File: src/rtl/temp_bcd_converter_pkg.sv
// Shared types and constants for the sensor temperature to BCD converter.
// Sensor format: 13-bit two's complement, 1/16 degree per LSB.
`timescale 1ns/1ps
package temp_bcd_converter_pkg;

    localparam int INT_BITS   = 9;
    localparam int FRAC_BITS  = 4;
    localparam int CONV_STEPS = INT_BITS;
    localparam int BCD_DIGITS = 3;
    localparam int RAW_W      = INT_BITS + FRAC_BITS;
    localparam int SR_W       = 4 * BCD_DIGITS + INT_BITS;

    localparam logic [3:0] ADD3_THRESH = 4'd5;

    typedef enum logic [1:0] {
        IDLE,
        LOAD,
        CONV,
        DONE
    } state_t;

    function automatic logic [3:0] add3(input logic [3:0] n);
        return (n >= ADD3_THRESH) ? n + 4'd3 : n;
    endfunction

endpackage

File: src/rtl/temp_bcd_converter_dd_step.sv
// One double-dabble iteration: add 3 to any BCD nibble >= 5,
// then shift the whole {hund,tens,ones,int} vector left by one.
`timescale 1ns/1ps
module dd_step
    import temp_bcd_converter_pkg::*;
(
    input  logic [SR_W-1:0] i_sr,
    output logic [SR_W-1:0] o_sr
);

    logic [SR_W-1:0] w_adj;

    always_comb begin
        w_adj = i_sr;
        for (int d = 0; d < BCD_DIGITS; d++) begin
            w_adj[INT_BITS + 4*d +: 4] = add3(i_sr[INT_BITS + 4*d +: 4]);
        end
        o_sr = w_adj << 1;
    end

endmodule

File: src/rtl/temp_bcd_converter.sv
// Raw sensor bytes -> sign + hundreds/tens/ones/tenths BCD digits.
// Integer part converted by a sequential double-dabble loop, one shift per cycle.
`timescale 1ns/1ps
module temp_bcd_converter
    import temp_bcd_converter_pkg::*;
(
    input  logic       clk,
    input  logic       reset,
    input  logic       start,
    input  logic [7:0] msb,
    input  logic [7:0] lsb,
    output logic       busy,
    output logic       done,
    output logic       neg,
    output logic [3:0] hund,
    output logic [3:0] tens,
    output logic [3:0] ones,
    output logic [3:0] tenth
);

    state_t           r_state;
    logic [RAW_W-1:0] r_raw;
    logic [SR_W-1:0]  r_sr;
    logic [3:0]       r_cnt;
    logic             r_neg;
    logic [3:0]       r_tenth;

    logic             w_neg;
    logic [RAW_W-1:0] w_mag;
    logic [3:0]       w_tenth;
    logic [SR_W-1:0]  w_sr_next;
    logic             w_unused_flags;

    // Low three bits of the LSB byte are sensor status flags.
    assign w_unused_flags = ^lsb[2:0];

    // -4096 negates to 4096, which still fits the unsigned 13-bit magnitude.
    assign w_neg   = r_raw[RAW_W-1];
    assign w_mag   = w_neg ? (~r_raw + RAW_W'(1)) : r_raw;
    assign w_tenth = 4'(({4'b0, w_mag[FRAC_BITS-1:0]} * 8'd10) >> FRAC_BITS);

    dd_step u_dd_step (
        .i_sr (r_sr),
        .o_sr (w_sr_next)
    );

    always_ff @(posedge clk or posedge reset) begin
        if (reset) begin
            r_state <= IDLE;
            r_raw   <= '0;
            r_sr    <= '0;
            r_cnt   <= '0;
            r_neg   <= 1'b0;
            r_tenth <= '0;
            busy    <= 1'b0;
            done    <= 1'b0;
            neg     <= 1'b0;
            hund    <= '0;
            tens    <= '0;
            ones    <= '0;
            tenth   <= '0;
        end else begin
            done <= 1'b0;
            unique case (r_state)
                IDLE: begin
                    if (start) begin
                        r_raw   <= {msb, lsb[7:3]};
                        busy    <= 1'b1;
                        r_state <= LOAD;
                    end
                end
                LOAD: begin
                    r_neg   <= w_neg;
                    r_tenth <= w_tenth;
                    r_sr    <= {{(4*BCD_DIGITS){1'b0}},
                                w_mag[FRAC_BITS +: INT_BITS]};
                    r_cnt   <= '0;
                    r_state <= CONV;
                end
                CONV: begin
                    r_sr  <= w_sr_next;
                    r_cnt <= r_cnt + 4'd1;
                    if (r_cnt == 4'(CONV_STEPS - 1)) begin
                        r_state <= DONE;
                    end
                end
                DONE: begin
                    hund    <= r_sr[SR_W-1 -: 4];
                    tens    <= r_sr[SR_W-5 -: 4];
                    ones    <= r_sr[SR_W-9 -: 4];
                    neg     <= r_neg;
                    tenth   <= r_tenth;
                    done    <= 1'b1;
                    busy    <= 1'b0;
                    r_state <= IDLE;
                end
                default: r_state <= IDLE;
            endcase
        end
    end

endmodule

File: config.mk
export PLATFORM = sky130hd
export DESIGN_NAME = temp_bcd_converter
export DESIGN_NICKNAME = d
export VERILOG_FILES = /design/src/rtl/temp_bcd_converter_pkg.sv /design/src/rtl/temp_bcd_converter_dd_step.sv /design/src/rtl/temp_bcd_converter.sv
export SDC_FILE = /design/constraint.sdc
export NUM_CORES = 1
export LEC_CHECK = 0
export ABC_AREA = 1
export BUFFER_PORTS_ARGS = -buffer_cell sky130_fd_sc_hd__buf_2
export CORE_MARGIN = 1
export CORE_UTILIZATION = 52
export CTS_CLUSTER_SIZE = 16
export DETAILED_ROUTE_END_ITERATION = 8
export HOLD_SLACK_MARGIN = 0.12
export PLACE_DENSITY = 0.86
export SLEW_MARGIN = 15
export SYNTH_ARGS = -nofsm -noshare
export SYNTH_HDL_FRONTEND = slang
export SYNTH_SLANG_ARGS = --single-unit
export TNS_END_PERCENT = 5
File: constraint.sdc
create_clock -name clk -period 2.05 [get_ports clk]
set_input_delay 0.205 -clock clk [delete_from_list [all_inputs] [get_ports clk]]
set_output_delay 0.205 -clock clk [all_outputs]
set_load 0.005 [all_outputs]
==> results of run 1 <==
[worst max path at each step]
stage / start / endpoint / cells after the start
floorplan: r_raw[2]$_DFFE_PP0P_ / r_tenth[2]$_DFFE_PP0N_ / 13
global placement: r_raw[1]$_DFFE_PP0P_ / r_tenth[2]$_DFFE_PP0N_ / 11
detailed placement: r_raw[1]$_DFFE_PP0P_ / r_tenth[2]$_DFFE_PP0N_ / 11
CTS: r_raw[2]$_DFFE_PP0P_ / r_tenth[2]$_DFFE_PP0N_ / 13
global route: r_raw[1]$_DFFE_PP0P_ / r_tenth[2]$_DFFE_PP0N_ / 13
finish: r_raw[1]$_DFFE_PP0P_ / r_tenth[2]$_DFFE_PP0N_ / 11
[power by group]
group | internal [uW] | total, uW | leakage [uW] | switching [uW]
registers | 1660 | 1940 | 0.000838 | 281
clock network | 592 | 1090 | 0.0000993 | 497
logic | 1170 | 2910 | 0.00104 | 1740
[registers in the layout (all words and copies together) (netlist names)]
| register | cells |
|---|---|
| done | 1 |
| r_raw | 13 |
| ones | 4 |
| r_cnt | 4 |
| r_state | 2 |
| tens | 4 |
| r_neg | 1 |
| r_sr | 21 |
| tenth | 4 |
| neg | 1 |
| r_tenth | 4 |
| hund | 4 |
| busy | 1 |
[tightest hold or removal path, stage by stage]
cell	delay (ns)
buf_2	0.11
nand2_1	0.10
nand2_1	0.08
nand2_1	0.05
[cell usage in the layout (no fill, tap or decap), types with 2 or more instances in the layout]
cell type | netlist | final
nor2_1 | 21 | 20
o21ai_0 | 34 | 32
clkinv_2 | 0 | 2
xor2_1 | 2 | 2
inv_2 | 4 | 9
clkinv_4 | 1 | 2
ha_4 | 0 | 3
ha_1 | 16 | 13
clkbuf_8 | 0 | 10
buf_4 | 1 | 17
nand3_1 | 30 | 30
buf_2 | 5 | 34
nand2_2 | 0 | 4
o22ai_1 | 12 | 12
nand4_1 | 2 | 2
o21ai_2 | 1 | 2
inv_1 | 58 | 53
o21ai_1 | 20 | 21
a21oi_1 | 5 | 5
nand2_1 | 101 | 97
dfrtp_1 | 64 | 64
dlygate4sd3_1 | 0 | 14
nor2_4 | 1 | 2
[final cells by class]
| cell class | instances | share of cell area, % |
|---|---|---|
| flip-flops and latches | 64 | 40.4 |
| clock buffers | 11 | 3.56 |
| repair buffers | 66 | 11.3 |
| well taps | 75 | 2.37 |
| clock inverters | 5 | 1.42 |
| inverters | 64 | 6.25 |
| multi-input cells | 254 | 34.7 |
[metrics by stage]
step	setup TNS (ns)	cell area, sq um	setup slack (ns)	std cells
6_report	-0.0887	3970	-0.0877	539
4_1_cts	-0.00589	3900	-0.00589	536
5_1_grt	-0.237	3970	-0.178	539
3_3_place_gp	-0.0304	3520	-0.0304	503
3_5_place_dp	-0.187	3520	-0.123	503
2_1_floorplan	0	3220	0.0203	393
[cell families (layout without fill, tap and decap cells)]
kind of cell | Yosys count | count (layout) | synth area share, %
AOI/OAI and AO/OA | 76 | 76 | 12.9
xor gates and xnor gates | 2 | 2 | 0.543
adders and majority gates | 17 | 17 | 6.83
buffers and inverters | 75 | 146 | 9.55
DFF | 64 | 64 | 49.7
and+or+nand+nor | 159 | 159 | 20.5
[layer usage]
layer	wire (microns)	global-route usage, %
met5	0	0
met4	202	13.0
met3	389	4.38
met2	3560	41.1
met1	2950	27.7
[repair_timing]
| action | CTS | global route |
|---|---|---|
| pin swaps | 5 | 7 |
| setup endpoints to repair | 2 | 2 |
| cloned | 0 | 0 |
| endpoints found under the hold margin | 35 | 0 |
| setup buffers | 3 | 3 |
| gates resized for setup | 6 | 13 |
| hold buffers | 14 | 0 |
==> results.yml, run 1 <==
routing:
  drtIter0Drc: 211
  wl_per_cell_microns: 13.2
  drc: 0
  postRouteAntennaNets: 0
  vias: 2803
  wirelength_mm: 7.11
  dr.pass1.iters: 5
  vias_per_cell: 5.20
logic_synthesis:
  syn-num-nets: 429
  ys_types: 31
  synth_top_area_cell: "dfrtp_1"
  synthDominantCellAreaShare_pct: 49.7
  synth.area.top_cells: "dfrtp_1 (50%), nand2_1 (12%), inv_1 (6.8%)"
  yosysMostFrequentCell: "nand2_1"
  synth_edf_count: 0
  synthesis.area_sq_um: 3220
  synth_top_flop_cell: "dfrtp_1"
  synth_common_cells: "nand2_1 (101), dfrtp_1 (64), inv_1 (58)"
  ys_seq_area_share_pct: 49.7
  synthCells: 393
  syn_area_per_cell_sq_um: 8.20
  yosysWarnings: 0
  async_flop_share_pct: 100
  ys_ff_latch: 64
power:
  vdd_drop_max_uv: 897
  power_density_nw_per_um2: 1500
  power.leakage_uw: 0.00197
  post-layout-total-power_uw: 5930
sta:
  slew_viol_final: 0
  rsz0062_at_grt: "true"
  period_needed_ns: 2.14
  max_freq_ghz: 0.468
  finalCritPeriodShare_pct: 104
  holdWs_ns: 0.223
  hold_viol: 0
  finalSetupViolations: 2
  relSlewSlack_pct: 68.0
  clock_skew_ns: 0.0100
  tightest_slew_ns: 0.479
  worst_slack_ns: -0.0877
placement:
  io_buffers: 34
  place_congestion: 0.865
  dpl.hpwl_mm: 4.72
finish:
  drive_gt1_share_pct: 20.3
  multi_input_area_sq_um: 1380
  syn_to_final_growth_pct: 23.0
  fin_util_pct: 66.6
  diodes: 0
  fillers: 464
  final_nets: 495
  regArea_sq_um: 1600
worst_setup_path:
  critPathLaunchType: "flip-flop"
  crit_type: "flip-flop to flip-flop"
  cp_max_fo: 2
  crit_family: "adder cells"
  path_cells: "inv_2, ha_4, nand2_1, o21ai_2, ha_4, ha_4, inv_2, fa_2, nand3b_1, nand3_1, nand2_1"
  r2r_slack_ns: -0.09
  r2r_cells: 11
  crit-reg2reg-launch: "r_raw[1]$_DFFE_PP0P_"
  critPathCaptureType: "flip-flop"
  cpMostUsedCell: "ha_4"
  path_buf_inv: 2
  r2r_end: "r_tenth[2]$_DFFE_PP0N_"
  arrival_ns: 2.39
  cp.required_ns: 2.30
  slowest_stage: "dfrtp_1"
  max_stage_delay_ns: 0.41
clock_network:
  cts_sinks: 64
  ctsRootBufferMaster: "clkbuf_8"
  cts_buffers: 9
  htreeDepth: 3
  insertion_delay_ns: 0.35
  cts_tree: "yes"
  path_clk_slew_ns: 0.07
  clockBufferDepth: 2
floorplanning:
  die_w_microns: 80.7
  pin_count: 38
  dieArea_sq_um: 6520
  start_util_pct: 54.1
  core_area_sq_um: 5960
  dieHeight_microns: 80.7
  rows: 28
min_path:
  whs_path_depth: 4
  min_to: "r_raw[5]$_DFFE_PP0P_"
  min_from: "start"
  hp-class: "primary input to flip-flop"
run_status:
  violations: "setup timing"
  outcome: "complete, but fails checks"
grt:
  grt_usage_pct: 23.7
  grt_pass1_vias: 2704
  grt_overflow_total: 0
  grt_max_degree: 29
  grt_pass1_wl_mm: 11.7
  grt_antenna_before_repair: 0
flow_run:
  drv_cap: 0
Note: power is estimated with default switching activity, not from simulation.
==> inputs of run 2 (changes only) <==
--- a/config.mk
+++ b/config.mk
@@ -8,13 +8,14 @@
 export ABC_AREA = 1
 export BUFFER_PORTS_ARGS = -buffer_cell sky130_fd_sc_hd__buf_2
 export CORE_MARGIN = 1
-export CORE_UTILIZATION = 52
+export CORE_UTILIZATION = 53
 export CTS_CLUSTER_SIZE = 16
 export DETAILED_ROUTE_END_ITERATION = 8
 export HOLD_SLACK_MARGIN = 0.12
-export PLACE_DENSITY = 0.86
+export PLACE_DENSITY = 0.87
 export SLEW_MARGIN = 15
 export SYNTH_ARGS = -nofsm -noshare
 export SYNTH_HDL_FRONTEND = slang
+export SYNTH_HIERARCHICAL = 1
 export SYNTH_SLANG_ARGS = --single-unit
 export TNS_END_PERCENT = 5
==> run 2 against run 1 <==
Effect of this change:
- the run still ends with setup timing left
- clock power up 19%
- total power grew 6.9%
- design area increased by 6.9%
- worst hold slack worse by 0.10 ns
- synthesized cell count increased by 11%
- non-clock buffer count is 5 higher
- core utilization shrank 0.18 points
- sequential power about the same
- global-route usage is 0.71 points lower
- fmax grew 3.9%
- cell count increased by 7.1%
- critical path type unchanged
- largest cell class unchanged
- largest power group unchanged
- highest routed layer unchanged
==> results.yml, run 2 <==
run_status:
  outcome: "complete, but fails checks"
  violations: "setup timing"
sta:
  clock_skew_ns: 0.00863
  slew_viol_final: 0
  rsz0062_at_grt: "true"
  worst_slack_ns: -0.00787
  relSlewSlack_pct: 55.8
  tightest_slew_ns: 0.663
  finalCritPeriodShare_pct: 100
  period_needed_ns: 2.06
  finalSetupViolations: 1
  tns_ns: -0.00787
  hold_viol: 0
  max_freq_ghz: 0.486
routing:
  drtIter0Drc: 161
  drc: 0
  wl_per_cell_microns: 13.6
  postRouteAntennaNets: 0
  dr.pass1.iters: 5
  vias_per_cell: 5.20
  wirelength_mm: 7.84
  vias: 3000
grt:
  grt_pass1_wl_mm: 12.7
  grt_antenna_before_repair: 0
  grt_pass1_vias: 2856
  grt_overflow_total: 0
  grt_usage_pct: 23.0
  grt_max_degree: 65
floorplanning:
  pin_count: 38
  core_area_sq_um: 6390
  die_w_microns: 83.4
  dieArea_sq_um: 6960
  rows: 29
  start_util_pct: 55.0
  dieHeight_microns: 83.4
clock_network:
  htreeDepth: 3
  cts_sinks: 64
  path_clk_slew_ns: 0.07
  ctsRootBufferMaster: "clkbuf_8"
  insertion_delay_ns: 0.35
  clockBufferDepth: 2
  cts_buffers: 9
  cts_tree: "yes"
placement:
  dp_cells: 536
  io_buffers: 34
  dpl.hpwl_mm: 4.82
  place_congestion: 0.885
  place_area_sq_um: 3720
finish:
  final_common_cell: "nand2_1"
  fin_cells: 577
  largest-register: "r_sr"
  fin_util_pct: 66.4
  syn_to_final_growth_pct: 20.7
  final_cell_mix: "nand2_1 (114), dfrtp_1 (64), nand3_1 (53)"
  drive_gt1_share_pct: 22.8
  postLayoutCellArea_sq_um: 4240
  diodes: 0
  largest_register_ff_count: 21
  largestRegisters: "r_sr: 21 flops, r_raw: 13 flops"
  final_nets: 531
power:
  power.leakage_uw: 0.00213
  power_density_nw_per_um2: 1500
  vdd_drop_max_uv: 922
  post-layout-total-power_uw: 6350
logic_synthesis:
  synth_top_area_cell: "dfrtp_1"
  synth_edf_count: 0
  ys_ff_latch: 64
  syn-num-nets: 474
  yosysWarnings: 6
  yosysMostFrequentCell: "nand2_1"
  syn_area_per_cell_sq_um: 8.02
  synth_top_flop_cell: "dfrtp_1"
  synthesis.area_sq_um: 3510
  synthCells: 438
  synthDominantCellAreaShare_pct: 45.6
  synth.area.top_cells: "dfrtp_1 (46%), nand2_1 (13%), nand3_1 (7.7%)"
  ys_types: 31
  synth_common_cells: "nand2_1 (118), dfrtp_1 (64), inv_1 (55)"
  async_flop_share_pct: 100
  ys_seq_area_share_pct: 45.6
worst_setup_path:
  critPathCaptureType: "flip-flop"
  critPathLaunchType: "flip-flop"
  r2r_slack_ns: -0.008
  crit_type: "flip-flop to flip-flop"
  cp.required_ns: 2.32
  cp_max_fo: 3
  arrival_ns: 2.33
min_path:
  hp-class: "primary input to flip-flop"
flow_run:
  drv_cap: 0
==> run 2: changes by cell type in the layout (fill, tap and decap cells not counted), sizes merged, moves of 6 or more <==
cell,change
o22ai,-11
buf,+6
nand2,+20
nand3,+25
==> run 2: path summary, 6_finish.rpt <==
path,start,to,depth (start not counted)
setup / recovery,r_raw[1]$_DFFE_PP0P_,r_tenth[1]$_DFFE_PP0N_,11
hold / removal,msb[1],r_raw[6]$_DFFE_PP0P_,3
setup reg to reg,r_raw[1]$_DFFE_PP0P_,r_tenth[1]$_DFFE_PP0N_,11
hold reg to reg,tens[3]$_DFFE_PP0P_,tens[3]$_DFFE_PP0P_,2
max in group asynchronous,reset,r_raw[10]$_DFFE_PP0P_,4
min in group asynchronous,reset,ones[2]$_DFFE_PP0P_,4
==> run 2: worst max-delay path, cell delays in order (launching register included) <==
cell	delay (ns)
dfrtp_1	0.40
nor2_2	0.17
nand2_4	0.09
nand2_2	0.07
nand2_2	0.06
nand2_2	0.09
inv_2	0.05
ha_4	0.22
ha_4	0.17
fa_2	0.54
nand2_2	0.06
o21ai_2	0.07
==> run 2: cells by family (layout without fill, tap and decap cells) <==
family	count (synthesis)	in the layout	share of synthesized area, %
simple gates	204	204	26.4
other cells	1	1	0.107
flops	64	64	45.6
compound gates	66	66	10.4
buf+inv	86	148	11.3
fa+ha+maj	17	17	6.27
==> run 2: metal layers <==
metal  track usage (%)  vias to the layer above  wire length, microns
met2              41.1                       88                  4210
met1              26.5                     1399                  3230
met3              6.96                       12                   290
met4              6.78                        0                   105
li1                  -                     1501                     -
met5                 0                        -                     0
==> run 2: layout make-up <==
cell class / instances / area, sq um
Fill cell: 478 / 2140
Multi-Input combinational cell: 288 / 1580
Timing Repair Buffer: 71 / 493
Inverter: 61 / 231
Tap cell: 77 / 96.3
Sequential cell: 64 / 1600
Clock buffer: 9 / 124
Clock inverter: 7 / 120
==> run 2: what timing repair did <==
item                       4_1_cts  5_1_grt
pin swaps                        3        6
setup buffers                    9        3
hold buffers                    13        0
resized for setup                5       12
hold endpoints to repair        76        0
setup endpoints to repair        2        3
==> run 2: stage by stage <==
stage	worst slack (ns)	hold slack (ns)
finish	-0.00787	0.121
global route	-0.110	0.145
detailed placement	-0.0861	0.303
floorplan	0.0435	0.326
global placement	0.0156	0.292
CTS	-0.0198	0.123
==> run 2: report_power, final <==
group          switching (uW)  leakage, uW  internal [uW]
Clock                     493     0.000119            809
Combinational            1900      0.00117           1230
Sequential                263     0.000839           1650
Total                    2660      0.00213           3690
